<file path="src/rtl/mole_pkg.sv">
// Shared types and constants for the whack-a-mole controller:
// FSM state encoding, LFSR seed/taps, default score register index
// and the LFSR step function.
package mole_pkg;

  typedef enum logic [0:0] {
    ST_GAP = 1'b0,
    ST_LIT = 1'b1
  } mole_state_t;

  // Polynomial x^16 + x^14 + x^13 + x^11 + 1; taps at bits 15, 13, 12, 10
  localparam logic [15:0] LFSR_SEED = 16'hACE1;
  localparam logic [15:0] LFSR_TAPS = 16'hB400;

  // Regfile index that receives injected hit counts
  localparam int SCORE_REG_DEFAULT = 30;

  // One Fibonacci step: feedback is the XOR of the tap bits, shifted in at bit 0
  function automatic logic [15:0] lfsr_next(input logic [15:0] cur);
    logic fb;
    fb = ^(cur & LFSR_TAPS);
    return {cur[14:0], fb};
  endfunction

endpackage

</file>
<file path="src/rtl/mole_game_ctrl_btn.sv">
// Per-channel button conditioning: 2-flop synchronizer, optional
// debounce filter and falling-edge (press) detector.
// Optional feature: define MOLE_DEBOUNCE_EN to enable the debounce filter.
module mole_btn_filter #(
  parameter int DEBOUNCE_CYCLES = 1000000
) (
  input  logic clk,
  input  logic reset,
  input  logic btn_n,
  output logic press
);

  logic sync1_r;
  logic sync2_r;
  logic level_s;
  logic level_prev_r;

  // Bring the asynchronous active-low button into the clock domain
  always_ff @(posedge clk or posedge reset) begin
    if (reset) begin
      sync1_r <= 1'b1;
      sync2_r <= 1'b1;
    end else begin
      sync1_r <= btn_n;
      sync2_r <= sync1_r;
    end
  end

`ifdef MOLE_DEBOUNCE_EN
  localparam int CNT_W = (DEBOUNCE_CYCLES > 1) ? $clog2(DEBOUNCE_CYCLES + 1) : 1;

  logic [CNT_W-1:0] cnt_r;
  logic             stable_r;

  // Accept a new level only after it has been seen for DEBOUNCE_CYCLES samples in a row
  always_ff @(posedge clk or posedge reset) begin
    if (reset) begin
      stable_r <= 1'b1;
      cnt_r    <= CNT_W'(0);
    end else if (sync2_r == stable_r) begin
      cnt_r    <= CNT_W'(0);
    end else if (cnt_r == CNT_W'(DEBOUNCE_CYCLES - 1)) begin
      stable_r <= sync2_r;
      cnt_r    <= CNT_W'(0);
    end else begin
      cnt_r    <= cnt_r + CNT_W'(1);
    end
  end

  assign level_s = stable_r;
`else
  assign level_s = sync2_r;
`endif

  // Remember the previous filtered level for edge detection
  always_ff @(posedge clk or posedge reset) begin
    if (reset) begin
      level_prev_r <= 1'b1;
    end else begin
      level_prev_r <= level_s;
    end
  end

  // A press is a released-to-pressed (1 -> 0) transition of the filtered level
  assign press = level_prev_r & ~level_s;

endmodule

</file>
<file path="src/rtl/mole_game_ctrl.sv">
// Whack-a-mole game controller. Lights one channel at a time for
// ON_CYCLES after an OFF_CYCLES dark gap, counts hits and misses, and
// opportunistically injects the pending hit count into regfile register
// SCORE_REG whenever the processor is not writing the regfile.
// Optional feature: define MOLE_DEBOUNCE_EN to debounce the buttons.
module mole_game_ctrl
  import mole_pkg::*;
#(
  parameter int NUM_CH          = 6,
  parameter int ON_CYCLES       = 100000000,
  parameter int OFF_CYCLES      = 50000000,
  parameter int PEND_W          = 3,
  parameter int SCORE_REG       = SCORE_REG_DEFAULT,
  parameter int DEBOUNCE_CYCLES = 1000000
) (
  input  logic              clk,
  input  logic              reset,
  input  logic [NUM_CH-1:0] btn_n,
  input  logic              cpu_rwe,
  input  logic [4:0]        cpu_rd,
  input  logic [31:0]       cpu_wdata,
  output logic              rf_we,
  output logic [4:0]        rf_rd,
  output logic [31:0]       rf_wdata,
  input  logic [31:0]       score_in,
  output logic [NUM_CH-1:0] mole,
  output logic [NUM_CH-1:0] score_led,
  output logic              hit_pulse,
  output logic [15:0]       miss_cnt
);

  localparam int CH_W = $clog2(NUM_CH);
  localparam logic [NUM_CH-1:0] ONE_CH   = NUM_CH'(1);
  localparam logic [PEND_W-1:0] PEND_MAX = {PEND_W{1'b1}};
  localparam logic [PEND_W-1:0] PEND_ONE = PEND_W'(1);

  logic [NUM_CH-1:0] press_s;
  logic [NUM_CH-1:0] hit_mask_s;
  logic [NUM_CH-1:0] miss_vec_s;
  logic [4:0]        miss_inc_s;
  logic [16:0]       miss_sum_s;
  logic              hit_s;
  logic              inject_s;
  logic [CH_W-1:0]   lfsr_ch_s;

  mole_state_t       state_r;
  logic [31:0]       timer_r;
  logic [15:0]       lfsr_r;
  logic [CH_W-1:0]   lit_ch_r;
  logic [NUM_CH-1:0] mole_r;
  logic              hit_pulse_r;
  logic [PEND_W-1:0] pending_r;
  logic              inj_prev_r;
  logic [15:0]       miss_cnt_r;
  logic [NUM_CH-1:0] score_led_r;

  for (genvar g = 0; g < NUM_CH; g++) begin : g_btn
    mole_btn_filter #(
      .DEBOUNCE_CYCLES(DEBOUNCE_CYCLES)
    ) u_btn (
      .clk   (clk),
      .reset (reset),
      .btn_n (btn_n[g]),
      .press (press_s[g])
    );
  end

  assign lfsr_ch_s = CH_W'(lfsr_r % 16'(NUM_CH));

  // Classify this cycle's presses into a hit on the lit channel and misses elsewhere
  always_comb begin
    hit_s      = 1'b0;
    hit_mask_s = {NUM_CH{1'b0}};
    miss_inc_s = 5'd0;
    if (state_r == ST_LIT) begin
      hit_mask_s[lit_ch_r] = 1'b1;
      hit_s                = press_s[lit_ch_r];
    end else begin
      hit_mask_s = {NUM_CH{1'b0}};
      hit_s      = 1'b0;
    end
    miss_vec_s = press_s & ~hit_mask_s;
    for (int i = 0; i < NUM_CH; i++) begin
      miss_inc_s = miss_inc_s + 5'(miss_vec_s[i]);
    end
    miss_sum_s = {1'b0, miss_cnt_r} + {12'd0, miss_inc_s};
  end

  // Steal the regfile port only on idle cycles, never two cycles in a row
  assign inject_s = (pending_r != {PEND_W{1'b0}}) && !cpu_rwe && !inj_prev_r;

  // Regfile write mux: injected score update or processor pass-through
  always_comb begin
    rf_we    = cpu_rwe;
    rf_rd    = cpu_rd;
    rf_wdata = cpu_wdata;
    if (inject_s) begin
      rf_we    = 1'b1;
      rf_rd    = 5'(SCORE_REG);
      rf_wdata = 32'(pending_r);
    end else begin
      rf_we    = cpu_rwe;
      rf_rd    = cpu_rd;
      rf_wdata = cpu_wdata;
    end
  end

  // Game FSM: gap/lit timing, mole lamp and hit pulse
  always_ff @(posedge clk or posedge reset) begin
    if (reset) begin
      state_r     <= ST_GAP;
      timer_r     <= 32'd0;
      lit_ch_r    <= CH_W'(0);
      mole_r      <= {NUM_CH{1'b0}};
      hit_pulse_r <= 1'b0;
    end else begin
      hit_pulse_r <= 1'b0;
      case (state_r)
        ST_GAP: begin
          if (timer_r == 32'(OFF_CYCLES - 1)) begin
            state_r  <= ST_LIT;
            timer_r  <= 32'd0;
            lit_ch_r <= lfsr_ch_s;
            mole_r   <= ONE_CH << lfsr_ch_s;
          end else begin
            timer_r  <= timer_r + 32'd1;
          end
        end
        ST_LIT: begin
          if (hit_s) begin
            state_r     <= ST_GAP;
            timer_r     <= 32'd0;
            mole_r      <= {NUM_CH{1'b0}};
            hit_pulse_r <= 1'b1;
          end else if (timer_r == 32'(ON_CYCLES - 1)) begin
            state_r <= ST_GAP;
            timer_r <= 32'd0;
            mole_r  <= {NUM_CH{1'b0}};
          end else begin
            timer_r <= timer_r + 32'd1;
          end
        end
        default: begin
          state_r <= ST_GAP;
          timer_r <= 32'd0;
          mole_r  <= {NUM_CH{1'b0}};
        end
      endcase
    end
  end

  // Free-running LFSR used to pick the next lit channel
  always_ff @(posedge clk or posedge reset) begin
    if (reset) begin
      lfsr_r <= LFSR_SEED;
    end else begin
      lfsr_r <= lfsr_next(lfsr_r);
    end
  end

  // Pending-hit counter and injection history
  always_ff @(posedge clk or posedge reset) begin
    if (reset) begin
      pending_r  <= {PEND_W{1'b0}};
      inj_prev_r <= 1'b0;
    end else begin
      inj_prev_r <= inject_s;
      if (inject_s) begin
        pending_r <= hit_s ? PEND_ONE : {PEND_W{1'b0}};
      end else if (hit_s && (pending_r != PEND_MAX)) begin
        pending_r <= pending_r + PEND_ONE;
      end else begin
        pending_r <= pending_r;
      end
    end
  end

  // Saturating miss counter, every non-hit press counts
  always_ff @(posedge clk or posedge reset) begin
    if (reset) begin
      miss_cnt_r <= 16'd0;
    end else if (miss_sum_s[16]) begin
      miss_cnt_r <= 16'hFFFF;
    end else begin
      miss_cnt_r <= miss_sum_s[15:0];
    end
  end

  // Score display: one-hot of the regfile score modulo channel count
  always_ff @(posedge clk or posedge reset) begin
    if (reset) begin
      score_led_r <= {NUM_CH{1'b0}};
    end else begin
      score_led_r <= ONE_CH << (score_in % 32'(NUM_CH));
    end
  end

  assign mole      = mole_r;
  assign hit_pulse = hit_pulse_r;
  assign miss_cnt  = miss_cnt_r;
  assign score_led = score_led_r;

endmodule

</file>
<file path="config.mk">
export PLATFORM = sky130hd
export DESIGN_NAME = mole_game_ctrl
export DESIGN_NICKNAME = d
export VERILOG_FILES = /design/src/rtl/mole_pkg.sv /design/src/rtl/mole_game_ctrl_btn.sv /design/src/rtl/mole_game_ctrl.sv
export SDC_FILE = /design/constraint.sdc
export NUM_CORES = 1
export LEC_CHECK = 0
export ABC_CLOCK_PERIOD_IN_PS = 6200
export BUFFER_PORTS_ARGS = -buffer_cell sky130_fd_sc_hd__buf_4
export CORE_AREA = 2 2 183 185
export CTS_CLUSTER_SIZE = 25
export DETAILED_ROUTE_END_ITERATION = 6
export DIE_AREA = 0 0 185 187
export GPL_TIMING_DRIVEN = 0
export PLACE_DENSITY = 0.49
export SYNTH_ARGS = -nofsm -noshare
export SYNTH_HDL_FRONTEND = slang
export SYNTH_SLANG_ARGS = --single-unit
</file>
<file path="constraint.sdc">
create_clock -name clk -period 6.2 [get_ports clk]
set_input_delay 0.93 -clock clk [delete_from_list [all_inputs] [get_ports clk]]
set_output_delay 0.93 -clock clk [all_outputs]
set_load 0.02 [all_outputs]
</file>
==> impl_results.md <==
- Minimum clock period: between 8000 and 9000 ps
- Number of port buffers: 133
- Yosys top cell by area: dfrtp_1
- Clock sink count: 103
- Routability cong.: between 0.8 and 0.9
- Tightest Pin Transition: 1120 ps
- Setup TNS: -11600 ps
- Post-Syn Area per Cell: between 8 and 9 µm²
- Switch share: 0.369
- Row Count: 67
- FF-to-FF End: miss_cnt[5]$_DFF_PP0_
- Clock power share: 0.254
- Yosys warnings: 0
- Clk root buf: clkbuf_16
- Total wire length: 21.5 mm
- Area grow syn2layout: 32.4%
- Failing checks: negative setup slack
- WP data required: 6440 ps
- Post-route setup slack: -1950 ps
- Rel. slew slack: 0.243
- Ys async rst share: 1.00
- Post-Synthesis Cell Area: about 8000 µm²
- GRT Overall Usage: 0.121
- Pleak: 0.00445 µW
- CTS clk-pin slew, worst paths: roughly 80 ps
- Largest net degree at the start of global routing: 67
- Vias in the first global route: 7484
- Placed instance count: approximately 1600
- R2R Path Start: state_r$_DFF_PP0_
- Non-filler cells, final: roughly 1600
- Total gr overflow: 0
- CP endpoint kind: flop
- CP max stage delay: 570 ps
- PD cells: 213 nW/µm²
- Final hold viol count: 0
- MaxCap Viol Count: 0
- Post-synth EDFFs: 0
- Die Wd: about 190 µm
- Max Root-Sink Buffers: 2
- Num ports: 145
- Flop pwr share: 0.333
- Synth Instances: between 900 and 1000
- Combinational share of power: 0.413
- Post-synthesis sequential area ratio: 0.325
- Critical path arrival: 8390 ps
- Top_reg_cell synth: dfrtp_1
- Nets: 1249
- Top post-synthesis cells by count: nor2_1, nand2_1, dfrtp_1
- # setup viols final: 6
- Share of cells above drive strength 1: 0.285
- Drt first pass iters: 5
- Via density: just under 5
- Initial antenna violation count: 0
- Total die area: 34600 µm²
- Routed WL per cell: 13.3 µm
- N_diodes: 0
- Int Pwr: 1430 µW
- Area contributors post-synth: dfrtp_1, dfstp_2, nor2_1
- Post-DRT Antenna Nets: 0
- RSZ-0062 raised after global routing: yes
- CP Capture Point: score_led[4]$_DFF_PP0_
- HPWL after detailed placement: around 16 mm
- Critical Path Most Common Cell: buf_6
- Net Sw Power: around 840 µW
- Setup crit start: score_in[28]
- Worst-Skew Late Latency: between 300 and 400 ps
- FF+latch count, synth: 103
- Share of the synthesized area in the top cell type: 0.240
- Worst vdd ir: around 0.00013 V
- Outcome: complete, but fails checks
- Syn_nets: around 1100
- Crit path kind: in -> reg
- Vias: a little under 8000
- Initial Util: 0.244
- Critical path's slowest cell: or4_4
- Htree depth: 3
- CTS tree: done
- Chip height: 187 µm
- First-pass GRT wire length: 35.3 mm
- Fmax: between 100 and 150 MHz
- DRC: 0
- Most frequent cell after synthesis: nor2_1
- Worst Path Max Fanout: 5
- Skew final: ~9 ps
- Final period util: 1.31
- R2r setup slk: between 1000 and 1500 ps
- Initial DRC Count: approximately 400
- Worst min path class: reg -> reg
- R2R cell count: 18
- CORE AREA: ~33000 µm²
- Yosys cell types: 99
- Slew Limit Fails: 0
- Num CTS Buffers: 9
- CP startpoint kind: input pin
-- registers in the layout, summed over array words and instances, names as in the netlist, 6 cells and up --
register and flops:
timer_r 32, lfsr_r 16, miss_cnt 16, g_btn.u_btn.level_prev_r 6, g_btn.u_btn.level_s 6, g_btn.u_btn.sync1_r 6, mole 6, score_led 6
-- what timing repair did --
item | 4_1_cts | 5_1_grt
endpoints found under the setup margin | 6 | 6
gates cloned | 2 | 0
pin swaps | 38 | 40
setup buffers | 26 | 12
resized for setup | 43 | 41
endpoints found under the hold margin | 0 | 0
hold buffers | 0 | 0
-- power groups by stage --
stage | clock network [µW] | logic, µW | registers (µW)
4_1_cts | 600 | 876 | 756
3_5_place_dp | 0 | 790 | 767
5_1_grt | 632 | 1020 | 761
6_report | 576 | 938 | 755
2_1_floorplan | 0 | 501 | 800
3_3_place_gp | 0 | 788 | 767
-- placed cells by master, fill, tap and decap left out, types with 13 or more instances in the layout --
master and n:
clkbuf_1 29, nor2_1 101, buf_4 166, dfstp_2 26, nand2b_1 23, nand3_1 54, xor2_1 32, nand4_1 14
dfrtp_1 77, o21ai_0 35, a21oi_1 33, inv_1 39, nand2_1 83, xnor2_1 28, nor3_1 34, and3_1 14
mux2i_1 13, nor2b_1 51
-- how the worst min path moves through the flow --
stage	start	endpoint	slack (ps)	depth (start not counted)
6_report	g_btn[5].u_btn.sync1_r$_DFF_PP1_	g_btn[5].u_btn.level_s$_DFF_PP1_	360	0
4_1_cts	g_btn[5].u_btn.sync1_r$_DFF_PP1_	g_btn[5].u_btn.level_s$_DFF_PP1_	360	0
3_5_place_dp	g_btn[1].u_btn.sync1_r$_DFF_PP1_	g_btn[1].u_btn.level_s$_DFF_PP1_	350	0
3_3_place_gp	g_btn[5].u_btn.sync1_r$_DFF_PP1_	g_btn[5].u_btn.level_s$_DFF_PP1_	350	0
2_1_floorplan	g_btn[0].u_btn.sync1_r$_DFF_PP1_	g_btn[0].u_btn.level_s$_DFF_PP1_	350	0
5_1_grt	g_btn[3].u_btn.sync1_r$_DFF_PP1_	g_btn[3].u_btn.level_s$_DFF_PP1_	360	0
-- routing by layer --
| metal | vias up | global-route usage | share of wire |
|---|---|---|---|
| met5 | - | 0 | 0 |
| met4 | 0 | 0.0226 | 0.011 |
| met3 | 26 | 0.0210 | 0.054 |
| met2 | 233 | 0.208 | 0.48 |
| met1 | 3689 | 0.158 | 0.46 |
| li1 | 3890 | - | - |
-- cell families after synthesis --
| group | Yosys count | share of synthesized area |
|---|---|---|
| multiplexers | 24 | 0.0327 |
| buffers and inverters | 90 | 0.0465 |
| adder cells (fa/ha/maj) | 13 | 0.0240 |
| XOR/XNOR | 62 | 0.0677 |
| AND/OR/NAND/NOR | 463 | 0.300 |
| flip-flops | 103 | 0.325 |
| AO/OA/AOI/OAI | 219 | 0.204 |
-- layout make-up --
type / instances / area, µm²
fillers: 3487 / 22200
clock buffers: 9 / 225
clock inverters: 7 / 70.1
plain buffers: 44 / 214
multi-input cells: 781 / 5420
well taps: 448 / 561
inverters: 45 / 174
repair buffers: 174 / 1360
flip-flops and latches: 103 / 2610
-- worst max-delay path, delay by kind of cell --
| kind | cells | cell delay [ps] |
|---|---|---|
| buffers and inverters | 6 | 810 |
| adder cells (fa/ha/maj) | 1 | 260 |
| AO/OA/AOI/OAI | 17 | 3900 |
| XOR/XNOR | 2 | 350 |
| AND/OR/NAND/NOR | 9 | 2110 |
-- through the flow --
stage | utilization | instance area, µm² | worst slack, ps | hold slack [ps] | power [µW]
after global placement | 0.293 | 9640 | -2790 | 346 | 1560
after global routing | 0.323 | 10600 | -2250 | 363 | 2420
after floorplan | - | 8080 | -1760 | 345 | 1300
after detailed placement | 0.294 | 9660 | -2780 | 349 | 1560
final | 0.323 | 10600 | -1950 | 357 | 2270
after CTS | 0.315 | 10400 | -1980 | 360 | 2230
Power figures use the tool's default switching activity.
